File: src/rtl/div_unit.sv
// Multi-cycle radix-2 restoring divider for DIV/DIVU.
// On an accepted start it latches the operand magnitudes and produces one
// quotient bit per clock. It then presents {remainder, quotient} with a
// one-cycle valid pulse. stall_o holds the upstream pipeline while a result
// is pending. It drops in the DONE cycle so the result is captured as the
// pipeline advances.
//
// Handshake: a request is accepted only when the FSM is IDLE, start_i is high
// and cancel_i is low at a rising edge. There is no ready signal. Upstream
// must keep the instruction in place while stall_o is high. A start that
// arrives while BUSY or DONE is dropped, not queued. valid_o is a one-cycle
// pulse with no back-pressure, so the consumer must capture result_o in that
// cycle. result_o then stays stable until the next completed division.
module div_unit #(
  parameter int WIDTH = 32
) (
  input  logic                 clk,
  input  logic                 resetn,
  input  logic                 start_i,
  input  logic                 signed_i,
  input  logic                 cancel_i,
  input  logic [WIDTH-1:0]     a_i,
  input  logic [WIDTH-1:0]     b_i,
  output logic                 stall_o,
  output logic                 valid_o,
  output logic [2*WIDTH-1:0]   result_o,
  output logic [1:0]           state_dbg
);

  localparam int CW = $clog2(WIDTH);

  typedef enum logic [1:0] {
    IDLE = 2'd0,
    BUSY = 2'd1,
    DONE = 2'd2
  } state_t;

  state_t           state;
  logic [CW-1:0]    cnt;
  logic [WIDTH-1:0] rem_q;     // partial remainder (always < divisor)
  logic [WIDTH-1:0] quo_q;     // dividend bits shifting out, quotient bits in
  logic [WIDTH-1:0] div_q;     // divisor magnitude
  logic             neg_quo;
  logic             neg_rem;
  logic             valid_r;

  logic             a_neg;
  logic             b_neg;
  logic [WIDTH-1:0] a_mag;
  logic [WIDTH-1:0] b_mag;
  logic [WIDTH:0]   trial;
  logic [WIDTH:0]   diff;
  logic [WIDTH-1:0] rem_nxt;
  logic [WIDTH-1:0] quo_nxt;
  logic [WIDTH-1:0] rem_fix;
  logic [WIDTH-1:0] quo_fix;

  // Operand magnitudes at start. The most negative value maps onto its own
  // unsigned magnitude, which the unsigned core handles correctly.
  always_comb begin
    a_neg = signed_i & a_i[WIDTH-1];
    b_neg = signed_i & b_i[WIDTH-1];
    a_mag = a_neg ? (~a_i + 1'b1) : a_i;
    b_mag = b_neg ? (~b_i + 1'b1) : b_i;
  end

  // One restoring step on a WIDTH+1-bit partial remainder, plus sign fix-up
  // of the values produced by the final step.
  always_comb begin
    trial   = {rem_q, quo_q[WIDTH-1]};
    diff    = trial - {1'b0, div_q};
    rem_nxt = diff[WIDTH] ? trial[WIDTH-1:0] : diff[WIDTH-1:0];
    quo_nxt = {quo_q[WIDTH-2:0], ~diff[WIDTH]};
    rem_fix = neg_rem ? (~rem_nxt + 1'b1) : rem_nxt;
    quo_fix = neg_quo ? (~quo_nxt + 1'b1) : quo_nxt;
  end

  // Pipeline hold is needed from the accepting cycle through the last
  // iteration.
  always_comb begin
    stall_o   = ((state == IDLE) & start_i & ~cancel_i) | (state == BUSY);
    valid_o   = valid_r & ~cancel_i;
    state_dbg = state;
  end

  // Control FSM and datapath. Cancel aborts from any state without touching
  // result_o.
  always_ff @(posedge clk or negedge resetn) begin
    if (!resetn) begin
      state    <= IDLE;
      cnt      <= '0;
      rem_q    <= '0;
      quo_q    <= '0;
      div_q    <= '0;
      neg_quo  <= 1'b0;
      neg_rem  <= 1'b0;
      valid_r  <= 1'b0;
      result_o <= '0;
    end else begin
      valid_r <= 1'b0;
      if (cancel_i) begin
        state <= IDLE;
        cnt   <= '0;
      end else begin
        case (state)
          IDLE: begin
            if (start_i) begin
              rem_q   <= '0;
              quo_q   <= a_mag;
              div_q   <= b_mag;
              neg_quo <= a_neg ^ b_neg;
              neg_rem <= a_neg;
              cnt     <= '0;
              if (b_i == '0) begin
                state    <= DONE;
                result_o <= '0;
                valid_r  <= 1'b1;
              end else begin
                state <= BUSY;
              end
            end
          end
          BUSY: begin
            rem_q <= rem_nxt;
            quo_q <= quo_nxt;
            cnt   <= cnt + 1'b1;
            if (cnt == CW'(WIDTH - 1)) begin
              state    <= DONE;
              cnt      <= '0;
              result_o <= {rem_fix, quo_fix};
              valid_r  <= 1'b1;
            end
          end
          DONE: begin
            state <= IDLE;
          end
          default: begin
            state <= IDLE;
          end
        endcase
      end
    end
  end

endmodule

File: config.mk
export PLATFORM = sky130hd
export DESIGN_NAME = div_unit
export DESIGN_NICKNAME = d
export VERILOG_FILES = /design/src/rtl/div_unit.sv
export SDC_FILE = /design/constraint.sdc
export NUM_CORES = 1
export LEC_CHECK = 0
export CORE_AREA = 4 4 178 180
export CTS_CLUSTER_SIZE = 24
export DETAILED_ROUTE_END_ITERATION = 10
export DIE_AREA = 0 0 182 184
export PLACE_DENSITY = 0.65
export REMOVE_ABC_BUFFERS = 1
export SYNTH_ARGS = -nofsm -noshare
export SYNTH_HDL_FRONTEND = slang
export SYNTH_SLANG_ARGS = --single-unit
File: constraint.sdc
create_clock -name clk -period 6.94 [get_ports clk]
set_input_delay 0.694 -clock clk [delete_from_list [all_inputs] [get_ports clk]]
set_output_delay 0.694 -clock clk [all_outputs]
set_load 0.005 [all_outputs]
; ---- After elaboration in Yosys (flattened, before gate mapping)
; Cells that the tools add are included.
[totals]
regBits = 170
in_bits = 69
output_inout_bits = 68
word_cells = 71
[op_classes]
add_sub_neg = 6
n_eq_ne = 7
mux = 27
bitwise = 13
n_reduce_logical = 9
[ops]
columns = cell, n
row1 = 32-bit two-way mux, 7
row2 = 64-bit two-way mux, 3
row3 = "32-bit by 1-bit adder with 32-bit output, second input constant", 4
row4 = 32-bit inverter, 4
row5 = 32-bit case mux with 2 select lines, 2
row6 = 64-bit case mux with 2 select lines, 1
row7 = 33-bit by 32-bit subtractor with 33-bit output, 1
row8 = 32-bit zero test, 1
row9 = 5-bit two-way mux, 3
row10 = 5-bit case mux with 2 select lines, 1
row11 = 2-bit two-way mux, 4
row12 = 3-bit AND reduction, 2
row13 = "5-bit by 1-bit adder with 5-bit output, second input constant", 1
row14 = 1-bit bitwise AND, 5
row15 = "5-bit equality test, second input constant", 1
row16 = 5-bit AND reduction, 1
row17 = 1-bit two-way mux, 4
row18 = "2-bit by 1-bit inequality test with 1-bit output, second input constant", 2
row19 = 2-bit case mux with 2 select lines, 1
row20 = 2-bit AND reduction, 2
row21 = "3-bit by 2-bit inequality test with 1-bit output, second input constant", 1
row22 = "3-bit inequality test, second input constant", 1
row23 = 3-bit nonzero test, 1
row24 = "2-bit by 1-bit equality test with 1-bit output, second input constant", 1
row25 = other kinds (7), 8

; ---- Logic depth before layout (Yosys ltp)
; Gate-level depths: netlist of the first run.
[depth]
ltp_word = 7
mapped_depth = 24

; ---- Worst setup path after synthesis of the first run
; Ideal clock, no wire load.
[synth_path]
path_type = flip-flop to flip-flop
from = reg quo_q[31]
to = reg result_o[26]
setup_ns = 0.132
arrival_time_ns = 4.696
slack_ns = 2.112
stages_incl_launch_ff = 25
n_path_buf = 2
period_less_slack_ns = 4.828
cell_sequence = dfrtp_1 -> inv_1 -> ha_1 -> inv_1 -> fa_1 -> a211oi_4 -> o211ai_4 -> a211oi_4 -> a21oi_2 -> o41ai_4 -> nor2_4 -> inv_2 -> buf_2 -> buf_2 -> ha_1 -> nand2_1 -> or4_1 -> inv_1 -> nand2_1 -> or2_2 -> inv_1 -> nand2_1 -> o41ai_1 -> xor2_1 -> o21ai_1
[synth_via]
elab_chain_len = 7
[synth_lines]
columns = element, line_no
row1 = from (decl), 41  ; logic [WIDTH-1:0] quo_q;
row2 = from (signal assigned), 109  ; quo_q <= a_mag;
row3 = from (signal assigned), 125  ; quo_q <= quo_nxt;
row4 = 33-bit by 32-bit subtractor with 33-bit output, 71  ; diff = trial - {1'b0, div_q};
row5 = 1-bit inverter, 73  ; quo_nxt = {quo_q[WIDTH-2:0], ~diff[WIDTH]};
row6 = 32-bit inverter, 75  ; quo_fix = neg_quo ? (~quo_nxt + 1'b1) : quo_nxt;
row7 = 32-bit by 1-bit adder with 32-bit output, 75
row8 = 32-bit two-way mux, 75
row9 = 64-bit two-way mux, 127  ; if (cnt == CW'(WIDTH - 1)) begin
row10 = 64-bit case mux with 2 select lines, 105  ; case (state)
row11 = to (signal assigned), 130  ; result_o <= {rem_fix, quo_fix};
row12 = to (decl), 26  ; output logic [2*WIDTH-1:0] result_o,
; No other way between the ends. The select of a mux whose other input is x is not followed.
; A chain may end at the register's enable or synchronous reset.

; ---- Worst setup path in the final report of the first run
[layout_path]
from = reg quo_q[31]
to = reg result_o[60]
[layout_via]
elab_chain_len = 7
[layout_lines]
columns = element, line_no
row1 = 33-bit by 32-bit subtractor with 33-bit output, 71
row2 = 32-bit two-way mux (*), 72  ; rem_nxt = diff[WIDTH] ? trial[WIDTH-1:0] : diff[WIDTH-1:0];
row3 = 32-bit inverter, 74  ; rem_fix = neg_rem ? (~rem_nxt + 1'b1) : rem_nxt;
row4 = 32-bit by 1-bit adder with 32-bit output, 74
row5 = 32-bit two-way mux (*), 74
row6 = 64-bit two-way mux (*), 127
row7 = 64-bit case mux with 2 select lines (*), 105
; Every way passes the cells marked *; elsewhere a longest branch is shown, timed or not. The select of a mux whose other input is x is not followed.

==> results of run 1 <==
==> through the flow <==
stage	hold slack [ns]	setup WS, ns	cell area, sq um
after CTS	0.324	1.67	14700
after global placement	0.461	1.85	14100
after floorplan	0.398	1.34	12100
after global routing	0.346	1.32	14700
after detailed placement	0.475	1.67	14100
final	0.296	1.64	14700
==> power by group through the flow <==
stage / Clock (mW) / Combinational (mW) / Sequential [mW]
global placement: 0 / 0.974 / 1.20
CTS: 0.993 / 0.987 / 1.18
detailed placement: 0 / 0.984 / 1.20
global route: 1.04 / 1.10 / 1.20
finish: 0.982 / 0.989 / 1.18
floorplan: 0 / 0.688 / 1.18
==> registers in the layout, summed over array words and instances (netlist names) <==
name / count
result_o: 64
div_q: 32
quo_q: 32
rem_q: 32
cnt: 5
state_dbg: 2
neg_quo: 1
neg_rem: 1
valid_r: 1
==> worst max-delay path, delay by kind of cell (launching register included) <==
family,cells,cell delay [ns]
AO/OA/AOI/OAI,6,1.83
AND/OR/NAND/NOR,6,1.45
adder cells (fa/ha/maj),3,0.91
flip-flops,1,0.44
multiplexers,1,0.29
buffers and inverters,3,0.28
==> layer usage <==
| metal | up-vias | GRT usage (%) |
|---|---|---|
| li1 | 5628 | - |
| met1 | 5530 | 30.0 |
| met2 | 315 | 36.3 |
| met3 | 49 | 2.89 |
| met4 | 0 | 8.02 |
| met5 | - | 0 |
==> logic make-up after synthesis <==
group	after synthesis	synth area share [%]
flops	170	34.2
mux	26	2.10
xor+xnor	131	9.22
buf+inv	139	4.89
compound gates	480	25.0
simple gates	540	20.6
fa+ha+maj	39	3.98
==> how the worst min path moves through the flow <==
stage	start	to	slack [ns]
6_report	resetn	div_q[10]	0.30
5_1_grt	resetn	div_q[10]	0.35
4_1_cts	resetn	div_q[10]	0.32
3_5_place_dp	div_q[20]	div_q[20]	0.47
3_3_place_gp	result_o[49]	result_o[49]	0.46
2_1_floorplan	resetn	cnt[0]	0.40
==> cell type report <==
type | count | area, sq um
clock buffers | 19 | 443
clock inverters | 13 | 148
fillers | 2908 | 15500
inverters | 62 | 233
multi-input cells | 1216 | 7610
flip-flops and latches | 170 | 4250
well taps | 396 | 495
repair buffers | 150 | 1470
==> placed cells by master, fill, tap and decap left out, types with 16 or more instances in the layout <==
master             n
a21oi_1           99
ha_1              38
xnor2_1           61
clkbuf_16         17
o21ai_1           62
nand3_1           23
nand2_1          243
or4_1             16
o21ai_0          143
inv_1             59
nor4_1            16
xor2_1            70
o31ai_1           26
or3_1             24
mux2i_1           25
clkdlybuf4s50_1  135
nor2_1           103
nor3_1            32
dfrtp_1          170
==> results.yml, run 1 <==
clocking:
  postCtsHoldBufs: 0
  cts_resized: 0
  ctsHtreeMaxLevel: 4
  post_cts.repair.setup_buffers: 0
  clk_latency_ns: 0.44
  cts_made_buffers: 17
  cts_tree: "done"
  clk_root_buffer_cell: "clkbuf_16"
  cts_sinks: 170
  clk_pin_slew_ns: 0.07
  clock_path_buffers: 2
worst_setup_path:
  worst_setup_path_start_kind: "flip-flop"
  reg2reg_to: "result_o[60]"
  worstSetupPathType: "reg2reg"
  worstRegToRegCells: 19
  reg2reg_from: "quo_q[31]"
  crit_end: "result_o[60]"
  cp-startpoint: "quo_q[31]"
  critPathMaxStageDelay_ns: 0.58
  worstPathCellList: "inv_1, ha_1, inv_1, fa_1, a211oi_4, o211ai_4, a211oi_4, a21oi_2, o41ai_4, nor2_4, inv_2, mux2i_1, ha_1, and4b_1, a41oi_2, nor4b_4, nand2_1, or4_1, nand3_1"
  critPathSlowestCell: "o41ai_4"
  required_ns: 7.31
  critPathMaxFanout: 8
  r2r_slack_ns: 1.64
  end_kind: "flip-flop"
  critPathArrivalTime_ns: 5.67
placement:
  gp_congestion: 0.916
  dp_hpwl_mm: 28.2
  port_buffers: 136
  dp_cells: 1994
pwr:
  sequentialPowerShare_pct: 37.5
  netSwitchingFraction_pct: 37.3
  ir_drop_v: 0.000167
  p_int_mw: 1.98
  cellPowerDensity_nw_per_um2: 215
  power.share.clock_pct: 31.1
  power.leakage_nw: 5.99
  power_frac_comb_pct: 31.3
  switching_power_mw: 1.18
  finalPower_mw: 3.15
synth:
  post_synth.cell_area_avg_sq_um: 8.16
  ys.flop_type: "dfrtp_1"
  synth_edf_count: 0
  synthCells: 1525
  synth_most_common_cell: "nand2_1"
  synth_area_sq_um: 12400
  synth.distinct_cells: 87
  yosys-top-cells-count: "244 x nand2_1, 170 x dfrtp_1, 143 x o21ai_0"
  synth-seq-area-share_pct: 34.2
  yosys.area.top_type: "dfrtp_1"
  ys_ff_latch: 170
  yosysTopAreaCellShare_pct: 34.2
  async_flop_share_pct: 100
  synth.top_cells.by_area: "dfrtp_1 34%, nand2_1 7.4%, o21ai_0 5.8%"
  ys_warn_count: 0
sta:
  rsz0062_at_grt: "no"
  clock.fmax_ghz: 0.189
  tightest_slew_ns: 1.04
  finClkSkew_ns: 0.0161
  finalSetupViolCount: 0
  finalHoldViolations: 0
  fin_crit_ns: 5.30
  slew_headroom_pct: 28.9
  tns_ns: 0
  report.final.slew_viol_count: 0
  finalCritPeriodShare_pct: 76.3
floorplanning:
  io_pins: 137
  num_rows: 64
  core_area_sq_um: 30200
  initial_utilization_pct: 41.2
  die_area_sq_um: 33500
  fp.dieW_um: 182
  die_y_um: 184
route:
  avgViaCountPerCell: 5.69
  met3RoutedLength_mm: 1.66
  ant_nets: 0
  vias: 11500
  remaining_drc_errors: 0
  route.met2.wl_mm: 17.7
  m1WireLength_mm: 17.1
  drt-initial-drc-count: 934
  finalWirelength_mm: 37.6
  top_layer_used: "met4"
  dr.pass1.iters: 5
  routedWlPerCell_um: 18.6
layout:
  post-route-util_pct: 48.5
  instances_no_fill: 2026
  drive_above_1_share_pct: 6.93
  diodes: 0
  area_growth_pct: 17.7
  layout.nets: 1725
min_path:
  hp-class: "in2async"
global_route:
  grt_pass1_wl_mm: 59.9
  grt_use_total_pct: 22.1
  grt_pass1_vias: 11000
  grt_max_degree: 91
  grt_remaining_overflow: 0
  antenna_found_initial: 0
job:
  cap_violations: 0
run_status:
  outcome: "finished clean"
Power figures use the tool's default switching activity.
==> inputs of run 2 (changes only) <==
--- a/config.mk
+++ b/config.mk
@@ -9,7 +9,7 @@
 export CTS_CLUSTER_SIZE = 24
 export DETAILED_ROUTE_END_ITERATION = 10
 export DIE_AREA = 0 0 182 184
-export PLACE_DENSITY = 0.65
+export PLACE_DENSITY = 0.67
 export REMOVE_ABC_BUFFERS = 1
 export SYNTH_ARGS = -nofsm -noshare
 export SYNTH_HDL_FRONTEND = slang
==> constraint.sdc (replaced) <==
create_clock -name clk -period 4.49 [get_ports clk]
set_input_delay 0.449 -clock clk [delete_from_list [all_inputs] [get_ports clk]]
set_output_delay 0.449 -clock clk [all_outputs]
set_load 0.005 [all_outputs]
==> run 2 against run 1 <==
Worst setup slack lost 1.6 ns. Sequential share of layout area shrank 1.1 points. Global-route usage up 1.0 points. Final area increased by 3.8%. Flip-flop and latch count is the same. Critical path depth down 2. Clock-buffer cell count is 2 lower. Power is 62% higher. Sequential power increased by 54%. Die area unchanged. Combinational power increased by 71%.
==> results.yml, run 2 (synthesized netlist as in run 1, its figures left out) <==
run_status:
  outcome: "finished clean"
clocking:
  cts_tree: "done"
  cts_sinks: 170
  cts_made_buffers: 17
  clk_pin_slew_ns: 0.08
  clk_latency_ns: 0.45
  ctsHtreeMaxLevel: 4
  clk_root_buffer_cell: "clkbuf_16"
  clock_path_buffers: 2
worst_setup_path:
  worstRegToRegCells: 17
  crit_end: "result_o[62]"
  critPathMaxFanout: 7
  end_kind: "flip-flop"
  cp-startpoint: "rem_q[12]"
  critPathSlowestCell: "dfrtp_1"
  r2r_slack_ns: 0.08
  cp_top_family: "compound AO/OA/AOI/OAI gates"
  worstSetupPathType: "reg2reg"
  critPathMostFrequentCell: "o21ai_1"
  critPathArrivalTime_ns: 4.72
  reg2reg_from: "rem_q[12]"
  cp_num_buf_inv: 2
  cp.depth: 17
  required_ns: 4.80
  reg2reg_to: "result_o[62]"
  critPathMaxStageDelay_ns: 0.45
  worstPathCellList: "ha_1, o211ai_1, o21ai_1, nand4_1, a21oi_4, a21o_4, nor2_4, inv_4, mux2i_4, ha_4, and4b_1, a41oi_2, buf_4, nand3b_1, o41ai_2, xnor2_1, o21ai_1"
  worst_setup_path_start_kind: "flip-flop"
sta:
  finalHoldViolations: 0
  finClkSkew_ns: 0.0222
  finalCritPeriodShare_pct: 98.1
  clock.fmax_ghz: 0.227
  fin_crit_ns: 4.41
  fin_ws_ns: 0.0832
  report.final.slew_viol_count: 0
  slew_headroom_pct: 33.8
  finalSetupViolCount: 0
  tightest_slew_ns: 0.992
  rsz0062_at_grt: "yes"
route:
  drt-initial-drc-count: 928
  finalWirelength_mm: 39.5
  remaining_drc_errors: 0
  ant_nets: 0
  dr.pass1.iters: 5
  routedWlPerCell_um: 18.9
  vias: 11900
  avgViaCountPerCell: 5.68
global_route:
  antenna_found_initial: 0
  grt_remaining_overflow: 0
  grt_pass1_wl_mm: 62.4
  grt_max_degree: 98
  grt_use_total_pct: 23.1
  grt_pass1_vias: 11400
layout:
  nFillCells: 2869
  layout_commonest_cell: "nand2_1"
  final_area_sq_um: 15200
  instances_no_fill: 2085
  area_growth_pct: 22.2
  largest_reg_flops: 64
  top_register: "result_o"
  diodes: 0
  final_cell_mix: "242 x nand2_1, 170 x dfrtp_1, 142 x o21ai_0"
  layout.nets: 1784
  drive_above_1_share_pct: 10.7
floorplanning:
  core_area_sq_um: 30200
  initial_utilization_pct: 41.2
  num_rows: 64
  die_y_um: 184
  die_area_sq_um: 33500
  io_pins: 137
  fp.dieW_um: 182
pwr:
  ir_drop_v: 0.000270
  cellPowerDensity_nw_per_um2: 337
  finalPower_mw: 5.12
  power.leakage_nw: 6.31
job:
  cap_violations: 0
placement:
  dp_cells: 2048
  port_buffers: 136
  placed_cell_area_sq_um: 14500
  dpl_worst_slack_ns: -0.0836
  dp_hpwl_mm: 29.8
  gp_congestion: 0.939
min_path:
  hp-class: "in2async"
## run 2: area by class of cell
class,count,area [sq um],share of cell area (%)
Clock buffer,17,425,2.80
Clock inverter,15,208,1.37
Inverter,62,235,1.55
Multi-Input combinational cell,1216,7660,50.4
Sequential cell,170,4250,28.0
Tap cell,396,495,3.26
Timing Repair Buffer,209,1920,12.6
## run 2: where the power goes
group | switching, mW | internal (mW)
combinational | 1.01 | 0.673
sequential | 0.156 | 1.67
clock | 0.793 | 0.822
## run 2: stage by stage
stage	TNS (ns)	util, %	hold slack, ns
finish	0	50.4	0.117
global route	-0.0770	50.4	0.194
CTS	0	50.2	0.159
detailed placement	-0.133	48.0	0.470
global placement	-0.0586	48.0	0.462
floorplan	-17.28	-	0.153
## run 2: what timing repair did
action,CTS,global route
setup buffers,2,3
pin swaps,5,10
endpoints found under the hold margin,0,0
setup endpoints to repair,4,14
hold buffers,0,0
resized for setup,7,7
## run 2: metal layers
metal | global-route usage, % | routed length (um)
met1 | 30.7 | 17500
met2 | 38.9 | 18900
met3 | 3.30 | 2010
met4 | 7.87 | 1150
met5 | 0 | 0
## run 2: how the worst min path moves through the flow
stage	startpoint	endpoint	cells after the start
floorplan	resetn	cnt[0]	0
global route	resetn	result_o[40]	1
detailed placement	div_q[28]	div_q[28]	2
CTS	resetn	result_o[40]	1
finish	resetn	result_o[40]	1
global placement	div_q[12]	div_q[12]	2
==> inputs of run 3 (changes only) <==
--- a/config.mk
+++ b/config.mk
@@ -6,10 +6,12 @@
 export NUM_CORES = 1
 export LEC_CHECK = 0
 export CORE_AREA = 4 4 178 180
+export CTS_CLUSTER_DIAMETER = 100
 export CTS_CLUSTER_SIZE = 24
 export DETAILED_ROUTE_END_ITERATION = 10
 export DIE_AREA = 0 0 182 184
-export PLACE_DENSITY = 0.67
+export DONT_BUFFER_PORTS = 1
+export PLACE_DENSITY = 0.61
 export REMOVE_ABC_BUFFERS = 1
 export SYNTH_ARGS = -nofsm -noshare
 export SYNTH_HDL_FRONTEND = slang
==> run 3 against run 2 <==
Sequential power is essentially flat. Wire length fell by 2.2%. Flip-flop and latch count stayed put. Register-to-register slack improved by 0.15 ns. Worst hold slack worse by 0.11 ns. Clock-buffer cell count stayed put. Highest routed layer unchanged. Non-clock buffer count is 135 lower. First-iteration DRC count fell by 9.6%.
==> results.yml, run 3 (synthesized netlist as in run 1, its figures left out) <==
run_status:
  outcome: "finished clean"
layout:
  area_growth_pct: 11.2
  layout_commonest_cell: "nand2_1"
  drive_above_1_share_pct: 11.7
  top_register: "result_o"
  layout.nets: 1649
  final_cell_mix: "242 x nand2_1, 170 x dfrtp_1, 143 x o21ai_0"
  largest_reg_flops: 64
  nFillCells: 2965
  diodes: 0
worst_setup_path:
  required_ns: 4.79
  critPathMostFrequentCell: "inv_1"
  cp_top_family: "compound AO/OA/AOI/OAI gates"
  cp_num_buf_inv: 5
  worstSetupPathType: "reg2reg"
  cp.depth: 21
  critPathSlowestCell: "or4_4"
  worstPathCellList: "inv_1, ha_2, inv_1, fa_2, a211oi_4, o211ai_4, a211oi_4, a21oi_4, o41ai_4, nor2_4, clkinv_4, ha_1, nand2_1, or4_4, inv_1, nand2_1, or2_4, buf_4, o41ai_1, xor2_1, o21ai_1"
  worstRegToRegCells: 21
  critPathArrivalTime_ns: 4.56
  r2r_slack_ns: 0.23
  critPathMaxFanout: 8
  critPathMaxStageDelay_ns: 0.42
  worst_setup_path_start_kind: "flip-flop"
  end_kind: "flip-flop"
job:
  cap_violations: 0
placement:
  dp_hpwl_mm: 29.1
  port_buffers: 0
  gp_congestion: 0.966
route:
  vias: 11100
  top_layer_used: "met4"
  route.met2.wl_mm: 18.2
  drt-initial-drc-count: 839
  met3RoutedLength_mm: 2.43
  remaining_drc_errors: 0
  m1WireLength_mm: 16.9
  dr.pass1.iters: 5
  finalWirelength_mm: 38.6
  routedWlPerCell_um: 19.8
  ant_nets: 0
  avgViaCountPerCell: 5.71
sta:
  tns_ns: 0
  fin_crit_ns: 4.26
  report.final.slew_viol_count: 0
  rsz0062_at_grt: "no"
  tightest_slew_ns: 1.15
  finalCritPeriodShare_pct: 94.8
  hold_slack_ns: 0.00753
  finalHoldViolations: 0
  finalSetupViolCount: 0
  finClkSkew_ns: 0.0176
  clock.fmax_ghz: 0.235
  slew_headroom_pct: 23.7
clocking:
  clk_latency_ns: 0.44
  cts_made_buffers: 17
  cts_sinks: 170
  clk_root_buffer_cell: "clkbuf_16"
  clk_pin_slew_ns: 0.07
  cts_tree: "done"
  clock_path_buffers: 2
  ctsHtreeMaxLevel: 4
floorplanning:
  core_area_sq_um: 30200
  die_y_um: 184
  die_area_sq_um: 33500
  num_rows: 64
  io_pins: 137
  initial_utilization_pct: 41.2
  fp.dieW_um: 182
pwr:
  ir_drop_v: 0.000273
  power.leakage_nw: 5.79
  finalPower_mw: 4.92
  cellPowerDensity_nw_per_um2: 355
global_route:
  grt_max_degree: 171
  grt_remaining_overflow: 0
  antenna_found_initial: 0
  grt_use_total_pct: 22.8
  grt_pass1_vias: 11000
  grt_pass1_wl_mm: 61.2
min_path:
  hp-class: "in2async"
run 3: cell count changes in the layout (fill, tap and decap cells not counted), sizes merged:
cell	delta
clkdlybuf4s50	-135
clkinv	+1
inv	-3
clkinvlp	+3
bufinv	-1
run 3: worst paths after layout:
kind                                start      endpoint
worst max register to register  quo_q[31]  result_o[20]
max in group asynchronous          resetn     rem_q[20]
min in group clk                 cancel_i        cnt[0]
worst min register to register  div_q[22]     div_q[22]
worst max-delay path            quo_q[31]  result_o[20]
worst min-delay path               resetn  result_o[39]
run 3: layer usage:
metal,vias up,track usage (%)
met5,-,0
met4,0,7.02
met3,63,5.34
met2,314,37.7
met1,5286,29.9
li1,5462,-
run 3: report_power, final:
part	leakage (nW)	switching (mW)	internal (mW)
combinational	3.26	0.967	0.636
clock	0.274	0.741	0.742
sequential	2.25	0.166	1.67
total	5.79	1.87	3.04
run 3: final cells by class:
cell class | instances | area, sq um | share of cell area [%]
clock buffers | 17 | 425 | 3.07
clock inverters | 15 | 153 | 1.10
inverters | 62 | 238 | 1.72
multi-input cells | 1216 | 7690 | 55.6
flip-flops and latches | 170 | 4250 | 30.7
well taps | 396 | 495 | 3.58
repair buffers | 74 | 576 | 4.16
run 3: repair_timing:
item,4_1_cts,5_1_grt
hold buffers,1,0
cloned,0,0
hold endpoints to repair,170,0
setup endpoints to repair,3,13
pin swaps,6,15
setup buffers,2,5
gates resized for setup,8,11
run 3: worst reg2reg max path, delay by kind of cell, from the launching register on:
| kind | cells | cell delay (ns) |
|---|---|---|
| adder cells (fa/ha/maj) | 3 | 0.73 |
| buffers and inverters | 5 | 0.42 |
| flip-flops | 1 | 0.38 |
| XOR/XNOR | 1 | 0.19 |
| AND/OR/NAND/NOR | 5 | 0.96 |
| AO/OA/AOI/OAI | 7 | 1.45 |
run 3: per-stage QoR:
stage               setup slack (ns)  cell area [sq um]  std cells  utilization, %
floorplan                      -1.11              12100       1448               -
global placement              0.0132              13100       1910            43.4
detailed placement            -0.115              13100       1910            43.4
CTS                           0.0114              13700       1945            45.5
global route                  0.0126              13800       1950            45.8
finish                         0.234              13800       1950            45.8
